--- config.mk ---
export PLATFORM = sky130hd
export DESIGN_NAME = uart_bus_master_flat
export DESIGN_NICKNAME = d
export VERILOG_FILES = /design/src/rtl/uart_bus_master_if.sv /design/src/rtl/uart_bus_master.sv /design/src/flat_wrapper.sv
export SDC_FILE = /design/constraint.sdc
export NUM_CORES = 1
export LEC_CHECK = 0
export ABC_AREA = 0
export BUFFER_PORTS_ARGS = -buffer_cell sky130_fd_sc_hd__buf_2
export CORE_MARGIN = 4
export CORE_UTILIZATION = 38
export DETAILED_ROUTE_END_ITERATION = 16
export HOLD_SLACK_MARGIN = 0.06
export REMOVE_ABC_BUFFERS = 1
export SYNTH_ARGS = -nofsm -noshare
export SYNTH_HDL_FRONTEND = slang
export SYNTH_SLANG_ARGS = --single-unit
--- constraint.sdc ---
create_clock -name Clk -period 6.4 [get_ports Clk]
set_input_delay 1.92 -clock Clk [delete_from_list [all_inputs] [get_ports Clk]]
set_output_delay 1.92 -clock Clk [all_outputs]
set_load 0.01 [all_outputs]
--- src/rtl/uart_bus_master_if.sv ---
// Bus interfaces for uart_bus_master: DatBus carries address, write data and
// byte enables; CtrBus carries the request/grant/response handshake.
interface DatBus;
   logic [31:0] addr;
   logic [31:0] wdata;
   logic [3:0]  be;

   modport Master (output addr, wdata, be);
   modport Slave  (input  addr, wdata, be);
endinterface

interface CtrBus;
   logic        req;
   logic        we;
   logic        gnt;
   logic        rvalid;
   logic        err;
   logic [31:0] rdata;

   modport Master (output req, we, input  gnt, rvalid, err, rdata);
   modport Slave  (input  req, we, output gnt, rvalid, err, rdata);
endinterface

--- src/rtl/uart_bus_master.sv ---
// UART-driven 32-bit bus master: 'W' addr[4] data[4] -> 'K'/'E', 'R' addr[4] -> data[4]/'E'.
// Optional bus watchdog enabled by defining UBM_TIMEOUT_EN.
module uart_bus_master #(
   parameter int unsigned CLK_DIV = 16,
   parameter int unsigned TIMEOUT = 256
) (
   input  logic  Clk,
   input  logic  Rst_n,
   input  logic  RX,
   output logic  TX,
   DatBus.Master CPUdat,
   CtrBus.Master CPUctr,
   output logic  Busy
);
   typedef enum logic [1:0] {RX_IDLE, RX_START, RX_DATA, RX_STOP} rx_state_t;
   typedef enum logic [2:0] {IDLE, ADDR, DATA, BUS_REQ, BUS_WAIT, RESP} state_t;

   localparam logic [15:0] C_DIV_M1  = 16'(CLK_DIV - 1);
   localparam logic [15:0] C_HALF_M1 = 16'(CLK_DIV / 2 - 1);
   localparam logic [7:0]  C_CMD_W   = 8'h57;
   localparam logic [7:0]  C_CMD_R   = 8'h52;
   localparam logic [7:0]  C_ACK     = 8'h4B;
   localparam logic [7:0]  C_NAK     = 8'h45;

   if (CLK_DIV < 4 || CLK_DIV > 65535 || TIMEOUT == 0) begin : g_param_check
      $error("uart_bus_master: CLK_DIV or TIMEOUT out of range");
   end

   // Reset asserts asynchronously but releases only on a clock edge
   logic [1:0] r_rst_sync;
   logic       w_rst_n;
   // NOTE: sequential state always uses <= so every flop samples pre-edge values.
   always_ff @(posedge Clk or negedge Rst_n)
      if (!Rst_n) r_rst_sync <= 2'b00;
      else        r_rst_sync <= {r_rst_sync[0], 1'b1};
   assign w_rst_n = r_rst_sync[1];

   // ---------------- RX sampler ----------------
   rx_state_t   r_rx_state, w_rx_next;
   logic        r_rx_meta, r_rx_sync, r_rx_prev;
   logic [15:0] r_rx_cnt;
   logic [2:0]  r_rx_bit;
   logic [7:0]  r_rx_shift;
   logic        w_rx_tick, w_rx_done, w_rx_ferr;

   assign w_rx_tick = (r_rx_cnt == C_DIV_M1);

   // NOTE: every always_comb output gets a default first, so no path infers a latch.
   always_comb begin
      w_rx_next = r_rx_state;
      w_rx_done = 1'b0;
      w_rx_ferr = 1'b0;
      unique case (r_rx_state)
         RX_IDLE:  if (r_rx_prev && !r_rx_sync) w_rx_next = RX_START;
         RX_START: if (r_rx_cnt == C_HALF_M1) w_rx_next = r_rx_sync ? RX_IDLE : RX_DATA;
         RX_DATA:  if (w_rx_tick && r_rx_bit == 3'd7) w_rx_next = RX_STOP;
         RX_STOP:  if (w_rx_tick) begin
                      w_rx_next = RX_IDLE;
                      w_rx_done = r_rx_sync;
                      w_rx_ferr = !r_rx_sync;
                   end
         default:  w_rx_next = RX_IDLE;
      endcase
   end

   always_ff @(posedge Clk or negedge w_rst_n)
      if (!w_rst_n) begin
         r_rx_state <= RX_IDLE;
         r_rx_meta  <= 1'b1;
         r_rx_sync  <= 1'b1;
         r_rx_prev  <= 1'b1;
         r_rx_cnt   <= '0;
         r_rx_bit   <= '0;
         r_rx_shift <= '0;
      end else begin
         r_rx_state <= w_rx_next;
         r_rx_meta  <= RX;
         r_rx_sync  <= r_rx_meta;
         r_rx_prev  <= r_rx_sync;
         if (r_rx_state == RX_IDLE || r_rx_state != w_rx_next || w_rx_tick) r_rx_cnt <= '0;
         else                                                               r_rx_cnt <= r_rx_cnt + 16'd1;
         if (r_rx_state == RX_IDLE) r_rx_bit <= '0;
         if (r_rx_state == RX_DATA && w_rx_tick) begin
            r_rx_shift <= {r_rx_sync, r_rx_shift[7:1]};
            r_rx_bit   <= r_rx_bit + 3'd1;
         end
      end

   // ---------------- Parser / bus / response FSM ----------------
   state_t      r_state, w_next;
   logic [31:0] r_addr, r_wdata, r_resp;
   logic        r_we;
   logic [1:0]  r_byte_cnt, r_resp_left;
   logic        r_tx;
   logic [8:0]  r_tx_sh;
   logic [3:0]  r_tx_bit;
   logic [15:0] r_tx_cnt;
   logic        w_to_expired, w_rsp_ok, w_resp_start, w_tx_last;
   logic [7:0]  w_tx_first;

`ifdef UBM_TIMEOUT_EN
   localparam logic [31:0] C_TO_M1 = 32'(TIMEOUT - 1);
   logic [31:0] r_to_cnt;
   always_ff @(posedge Clk or negedge w_rst_n)
      if (!w_rst_n)                                     r_to_cnt <= '0;
      else if (r_state == BUS_REQ || r_state == BUS_WAIT) r_to_cnt <= r_to_cnt + 32'd1;
      else                                              r_to_cnt <= '0;
   assign w_to_expired = (r_to_cnt == C_TO_M1);
`else
   assign w_to_expired = 1'b0;
`endif

   assign w_tx_last = (r_state == RESP) && (r_tx_cnt == C_DIV_M1) &&
                      (r_tx_bit == 4'd9) && (r_resp_left == 2'd0);

   always_comb begin
      w_next   = r_state;
      w_rsp_ok = (r_state == BUS_WAIT) && CPUctr.rvalid && !CPUctr.err;
      unique case (r_state)
         IDLE:     if (w_rx_done && (r_rx_shift == C_CMD_W || r_rx_shift == C_CMD_R)) w_next = ADDR;
         ADDR:     if (w_rx_ferr) w_next = IDLE;
                   else if (w_rx_done && r_byte_cnt == 2'd3) w_next = r_we ? DATA : BUS_REQ;
         DATA:     if (w_rx_ferr) w_next = IDLE;
                   else if (w_rx_done && r_byte_cnt == 2'd3) w_next = BUS_REQ;
         BUS_REQ:  if (w_to_expired) w_next = RESP;
                   else if (CPUctr.gnt) w_next = BUS_WAIT;
         BUS_WAIT: if (CPUctr.rvalid || w_to_expired) w_next = RESP;
         RESP:     if (w_tx_last) w_next = IDLE;
         default:  w_next = IDLE;
      endcase
   end

   assign w_resp_start = (r_state != RESP) && (w_next == RESP);
   assign w_tx_first   = !w_rsp_ok ? C_NAK : (r_we ? C_ACK : CPUctr.rdata[31:24]);

   always_ff @(posedge Clk or negedge w_rst_n)
      if (!w_rst_n) begin
         r_state     <= IDLE;
         r_addr      <= '0;
         r_wdata     <= '0;
         r_we        <= 1'b0;
         r_byte_cnt  <= '0;
         r_resp      <= '0;
         r_resp_left <= '0;
         r_tx        <= 1'b1;
         r_tx_sh     <= '1;
         r_tx_bit    <= '0;
         r_tx_cnt    <= '0;
      end else begin
         r_state <= w_next;
         if (r_state == IDLE && w_next == ADDR) begin
            r_we       <= (r_rx_shift == C_CMD_W);
            r_byte_cnt <= '0;
         end
         if ((r_state == ADDR || r_state == DATA) && w_rx_done) r_byte_cnt <= r_byte_cnt + 2'd1;
         if (r_state == ADDR && w_rx_done) r_addr  <= {r_addr[23:0], r_rx_shift};
         if (r_state == DATA && w_rx_done) r_wdata <= {r_wdata[23:0], r_rx_shift};

         // The start bit of the first response byte is launched on the same edge as the FSM enters RESP
         if (w_resp_start) begin
            r_tx        <= 1'b0;
            r_tx_sh     <= {1'b1, w_tx_first};
            r_tx_bit    <= '0;
            r_tx_cnt    <= '0;
            r_resp      <= {CPUctr.rdata[23:0], 8'h00};
            r_resp_left <= (w_rsp_ok && !r_we) ? 2'd3 : 2'd0;
         end else if (r_state == RESP) begin
            if (r_tx_cnt == C_DIV_M1) begin
               r_tx_cnt <= '0;
               if (r_tx_bit == 4'd9) begin
                  if (r_resp_left != 2'd0) begin
                     r_tx        <= 1'b0;
                     r_tx_sh     <= {1'b1, r_resp[31:24]};
                     r_resp      <= {r_resp[23:0], 8'h00};
                     r_resp_left <= r_resp_left - 2'd1;
                     r_tx_bit    <= '0;
                  end
               end else begin
                  r_tx     <= r_tx_sh[0];
                  r_tx_sh  <= {1'b1, r_tx_sh[8:1]};
                  r_tx_bit <= r_tx_bit + 4'd1;
               end
            end else begin
               r_tx_cnt <= r_tx_cnt + 16'd1;
            end
         end
      end

   assign TX           = r_tx;
   assign Busy         = (r_state != IDLE);
   assign CPUctr.req   = (r_state == BUS_REQ);
   assign CPUctr.we    = (r_state == BUS_REQ) && r_we;
   assign CPUdat.be    = (r_state == BUS_REQ) ? 4'hF : 4'h0;
   assign CPUdat.addr  = r_addr;
   assign CPUdat.wdata = r_wdata;

endmodule
--- src/flat_wrapper.sv ---
// flat-port wrapper written by rule: the top's interface ports become plain ports
module uart_bus_master_flat 
#(
   parameter int unsigned CLK_DIV = 16,
   parameter int unsigned TIMEOUT = 256
)
  (Clk, Rst_n, RX, TX, Busy, CPUdat_addr, CPUdat_wdata, CPUdat_be, CPUctr_req, CPUctr_we, CPUctr_gnt, CPUctr_rvalid, CPUctr_err, CPUctr_rdata);
  DatBus CPUdat_i ();
  CtrBus CPUctr_i ();
  input  logic Clk;
  input  logic Rst_n;
  input  logic RX;
  output logic TX;
  output logic Busy;
  output wire logic [$bits(CPUdat_i.addr)-1:0] CPUdat_addr;
  output wire logic [$bits(CPUdat_i.wdata)-1:0] CPUdat_wdata;
  output wire logic [$bits(CPUdat_i.be)-1:0] CPUdat_be;
  output wire logic [$bits(CPUctr_i.req)-1:0] CPUctr_req;
  output wire logic [$bits(CPUctr_i.we)-1:0] CPUctr_we;
  input wire logic [$bits(CPUctr_i.gnt)-1:0] CPUctr_gnt;
  input wire logic [$bits(CPUctr_i.rvalid)-1:0] CPUctr_rvalid;
  input wire logic [$bits(CPUctr_i.err)-1:0] CPUctr_err;
  input wire logic [$bits(CPUctr_i.rdata)-1:0] CPUctr_rdata;
  assign CPUdat_addr = CPUdat_i.addr;
  assign CPUdat_wdata = CPUdat_i.wdata;
  assign CPUdat_be = CPUdat_i.be;
  assign CPUctr_req = CPUctr_i.req;
  assign CPUctr_we = CPUctr_i.we;
  assign CPUctr_i.gnt = CPUctr_gnt;
  assign CPUctr_i.rvalid = CPUctr_rvalid;
  assign CPUctr_i.err = CPUctr_err;
  assign CPUctr_i.rdata = CPUctr_rdata;
  uart_bus_master #(.CLK_DIV(CLK_DIV), .TIMEOUT(TIMEOUT)) u_core (.Clk(Clk), .Rst_n(Rst_n), .RX(RX), .TX(TX), .CPUdat(CPUdat_i), .CPUctr(CPUctr_i), .Busy(Busy));
endmodule
* Yosys cells after proc, flatten, opt, wreduce, memory -nomap -nowiden
Cells that the tools add are included.
** Word-level totals
- Logic and storage cells :: 140
- Output and inout bits :: 72
- Register bits :: 168
** Operators by class
- Eq/ne operators :: 21
- $add $sub $neg :: 6
- Reduce and logical (&&, ||, !) cells :: 37
- Mux-type cells :: 57
** Operators by type and width (number)
- 32-bit two-way mux :: 5
- 16-bit two-way mux :: 4
- 9-bit two-way mux :: 5
- 16-bit by 1-bit adder with 16-bit output (second input constant) :: 2
- 16-bit by 4-bit equality test with 1-bit output (second input constant) :: 2
- 3-bit two-way mux :: 10
- 2-bit two-way mux :: 13
- 4-bit two-way mux :: 6
- 3-bit case mux with 6 select lines :: 1
- 1-bit logical AND :: 17
- 16-bit by 3-bit equality test with 1-bit output (second input constant) :: 1
- 8-bit by 7-bit equality test with 1-bit output (second input constant) :: 2
- 8-bit two-way mux :: 2
- 2-bit nonzero test :: 7
- 3-bit equality test (second input constant) :: 4
- 1-bit two-way mux :: 10
- 2-bit case mux with 4 select lines :: 1
- 2-bit equality test (second input constant) :: 3
- 3-bit by 1-bit equality test with 1-bit output (second input constant) :: 2
- 3-bit by 2-bit equality test with 1-bit output (second input constant) :: 2
- 4-bit by 1-bit adder with 4-bit output (second input constant) :: 1
- 4-bit equality test (second input constant) :: 1
- 2-bit logical NOT :: 2
- 1-bit logical OR :: 4
- 12 further kinds :: 14

* Depth between registers and ports, before layout
- Word-level depth :: 11
- Gate-level depth with buffers :: 9

* Least setup slack after synthesis
Ideal clock, no wire load.
- Kind :: register -> output
- From :: reg u_core.r_state[1]
- To :: out CPUdat_be[0]
- Path slack :: 3298 ps
- Stages on the path, launching flop included :: 6
- Arrival :: 1182 ps
- Cell sequence :: dfrtp_1 -> clkbuf_1 -> nor2b_1 -> nand2_1 -> inv_1 -> buf_4
** Between the ends
- Cells in the longest elaborated chain, start to end :: 2
** RTL lines
- start: declaration :: RTL line uart_bus_master.sv:90 : state_t r_state, w_next;
- start signal: assignment :: RTL line uart_bus_master.sv:150 : r_state <= w_next;
- 3-bit by 2-bit equality test with 1-bit output
- net CPUctr_req :: RTL line flat_wrapper.sv:18 : output wire logic [$bits(CPUctr_i.req)-1:0] CPUctr_req;
- 4-bit two-way mux :: RTL line uart_bus_master.sv:193 : assign CPUdat.be = (r_state == BUS_REQ) ? 4'hF : 4'h0;
- end: declaration :: RTL line flat_wrapper.sv:17 : output wire logic [$bits(CPUdat_i.be)-1:0] CPUdat_be;
The timed path passes the listed nets, and every way through them passes these cells.

* Worst setup path in the final report
- From :: reg u_core.r_state[1]
- To :: out CPUdat_be[1]
** Between the ends
- Cells in the longest elaborated chain, start to end :: 2
** RTL lines (RTL line)
- 3-bit by 2-bit equality test with 1-bit output :: uart_bus_master.sv:193
- 4-bit two-way mux :: uart_bus_master.sv:193
No other way between the ends.

==> summary.md <==
| Metric | Value |
|---|---|
| # DRC | `0` |
| DRT iter0 DRCs | `272` |
| Most frequent cells in the layout | `146 x dfrtp_1, 109 x buf_2, 75 x mux2_2` |
| Synth unique cells | `58` |
| Die Width | `145 um` |
| Max Clk Rate | `282 MHz` |
| Crit path largest cell delay | `0.52 ns` |
| Pins over their slew limit | `0` |
| Reg2Reg Launch Point | `u_core.r_tx_bit[1]` |
| IO Pins | `110` |
| CP max stage cell | `dfrtp_1` |
| Vias in the first global route | `5220` |
| Final WL | `15000 um` |
| Synth Instances | `637` |
| Max cap viols | `0` |
| Total GRT Usage | `0.148` |
| Total setup buffers inserted after CTS | `0` |
| Post-synthesis sequential area ratio | `0.563` |
| CTS root buf | `clkbuf_16` |
| Initial antenna violation count | `0` |
| Total power | `2.67 mW` |
| Worst-Margin Slew | `1.05 ns` |
| Cts hold-fix bufs | `0` |
| Total grt overflow | `0` |
| Post-synth top area cell | `dfrtp_1` |
| Initial Utilization | `0.391` |
| RSZ-0062 raised after global routing | `no` |
| Average wire per standard cell | `15.4 um` |
| Die height | `145 um` |
| Final setup fails | `0` |
| FP Rows | `49` |
| Share of cells above drive strength 1 | `0.324` |
| First-pass GRT wire length | `25100 um` |
| Commonest non-fill, non-tap cell in the layout | `dfrtp_1` |
| Yosys warns | `0` |
| Via count | `5161` |
| Ys async rst share | `1.00` |
| Clk sinks | `159` |
| Final nets | `783` |
| Area grow syn2layout | `18.1%` |
| Worst Path Arrival | `1.62 ns` |
| CP Class | `flip-flop to output pin` |
| Min cycle time layout | `3.54 ns` |
| ANT nets after route | `0` |
| Clock transition at path regs | `0.07 ns` |
| Pre-antenna DRT Iters | `5` |
| CTS tree | `done` |
| CTS buffer count | `17` |
| Reg2reg setup slack | `3.56 ns` |
| Min-delay worst type | `flip-flop to async pin` |
| Worst Reg2Reg Path Length in Cells | `7` |
| Worst-path maximum fanout | `9` |
| Post-Syn Area per Cell | `11.1 um2` |
| Max clock buf depth | `2` |
| Largest net degree at the start of global routing | `70` |
| Setup tns final | `0 ns` |
| Post_cts resized | `0` |
| Status | `completed` |
| Max transition margin | `0.297` |
| Hold Fails Final Rpt | `0` |
| Pwr Density | `319 mW/mm2` |
| Die ar. | `0.0209 mm2` |
| Worst Setup End Kind | `output pin` |
| Core region area | `0.0181 mm2` |
| Yosys reg bits | `159` |
| CP cell instances | `nor2b_1 -> nand2_1 -> inv_1 -> buf_2` |
| GP Congestion | `0.820` |
| H-Tree Level Count | `4` |
| Critical Path Source Type | `flip-flop` |
| Synth top area cells | `dfrtp_1 52%, mux2_2 12%, dfstp_2 4.4%` |
| HPWL after DPL | `10400 um` |
| Post-synth design cell area | `0.00710 mm2` |
| ANT cells | `0` |
| Worst EP required | `4.48 ns` |
| Vias/cell | `5.27` |
| Top_reg_cell synth | `dfrtp_1` |
| Maximum VDD drop | `0.176 mV` |
| IO buf count | `109` |
| Max Clock Skew | `0.0136 ns` |
| Reg-to-reg critical path endpoint | `u_core.r_resp_left[0]` |
| Leakage power | `4.12 nW` |
| Layout Cell Area excl Fill | `0.00838 mm2` |
| Share of the synthesized area in the top cell type | `0.518` |
| Final period util | `0.554` |
| Post-synth EDFFs | `0` |
| Worst-skew pair later-pin latency | `0.42 ns` |
| Cell area after placement | `0.00781 mm2` |
[worst max-delay path, delay by kind of cell (launching register included)]
kind | cells | cell delay (ns)
buffers and inverters | 2 | 0.37
flip-flops | 1 | 0.52
AND/OR/NAND/NOR | 2 | 0.33
[through the flow]
step           hold slack [ns]  setup slack, ns  cells   util
3_3_place_gp             0.249             2.58    947  0.430
3_5_place_dp             0.262             2.57    947  0.430
2_1_floorplan            0.331             1.66    602      -
4_1_cts                  0.262             2.83    979  0.462
5_1_grt                  0.286             2.71    979  0.462
6_report                 0.239             2.86    979  0.462
[synthesized netlist by cell type (5+ instances only)]
cell and count:
nor2_1 56, buf_2 11, xnor2_1 7, ha_1 8, clkbuf_1 15, xor2_1 9, dfstp_2 12, nor4_1 7
mux2_2 75, nand4_1 12, o21ai_0 38, or3_1 5, dfrtp_1 147, a21oi_1 11, buf_4 5, and3_1 5
nand3_1 25, nand2_1 71, a22o_1 11, a31oi_1 24, inv_1 15, nor3_1 6
[layout make-up]
cell class | count | area (um2)
clock buffers | 17 | 425
fillers | 1702 | 9760
inverters | 15 | 56.3
multi-input cells | 428 | 2870
flip-flops and latches | 159 | 4000
clock inverters | 15 | 153
repair buffers | 116 | 598
well taps | 229 | 287
[worst max-delay path by stage]
| stage | startpoint | end | slack (ns) | cells past startpoint |
|---|---|---|---|---|
| after detailed placement | CPUctr_rvalid | u_core.r_resp_left[0] | 2.57 | 6 |
| after global routing | u_core.r_state[0] | CPUdat_be[1] | 2.71 | 3 |
| final | u_core.r_state[1] | CPUdat_be[1] | 2.86 | 4 |
| after CTS | u_core.r_state[1] | CPUdat_be[1] | 2.83 | 4 |
| after floorplan | u_core.r_rst_sync[1] | u_core.CPUdat.addr[0] | 1.66 | 0 |
| after global placement | CPUctr_rvalid | u_core.r_resp_left[0] | 2.58 | 6 |
[sequential cells by signal (all words and copies together) (netlist names)]
name                 cells
u_core.r_rx_state        2
u_core.r_rx_shift        8
u_core.r_rx_sync         1
u_core.r_tx_bit          4
u_core.r_tx_cnt         16
u_core.CPUdat.wdata     32
u_core.r_rx_meta         1
u_core.r_resp_left       2
u_core.r_rx_bit          3
u_core.r_byte_cnt        2
u_core.r_resp           24
u_core.CPUdat.addr      32
u_core.r_state           3
u_core.r_we              1
u_core.r_rx_cnt         16
u_core.TX                1
u_core.r_rx_prev         1
u_core.r_rst_sync        2
u_core.r_tx_sh           8
[where the power goes]
part / switching [mW] / total (mW) / internal [mW]
Combinational: 0.209 / 0.379 / 0.170
Clock: 0.439 / 0.988 / 0.549
Sequential: 0.135 / 1.30 / 1.17
[routing by layer]
metal / track usage / part of all wire / vias up
li1: - / - / 2463
met1: 0.198 / 0.46 / 2571
met2: 0.232 / 0.47 / 114
met3: 0.0447 / 0.062 / 13
met4: 0.0486 / 0.0076 / 0
met5: 0 / 0 / -
[logic make-up (layout without fill, tap and decap cells)]
family	count (synthesis)	in the layout	synth area share
AOI/OAI and AO/OA	109	109	0.0968
DFF	159	159	0.563
buffers and inverters	50	163	0.0342
and+or+nand+nor	215	215	0.147
other	1	1	0.000528
muxes	79	79	0.125
adders and majority gates	8	8	0.0141
xor gates and xnor gates	16	16	0.0197
(Power assumes the default switching activity.)
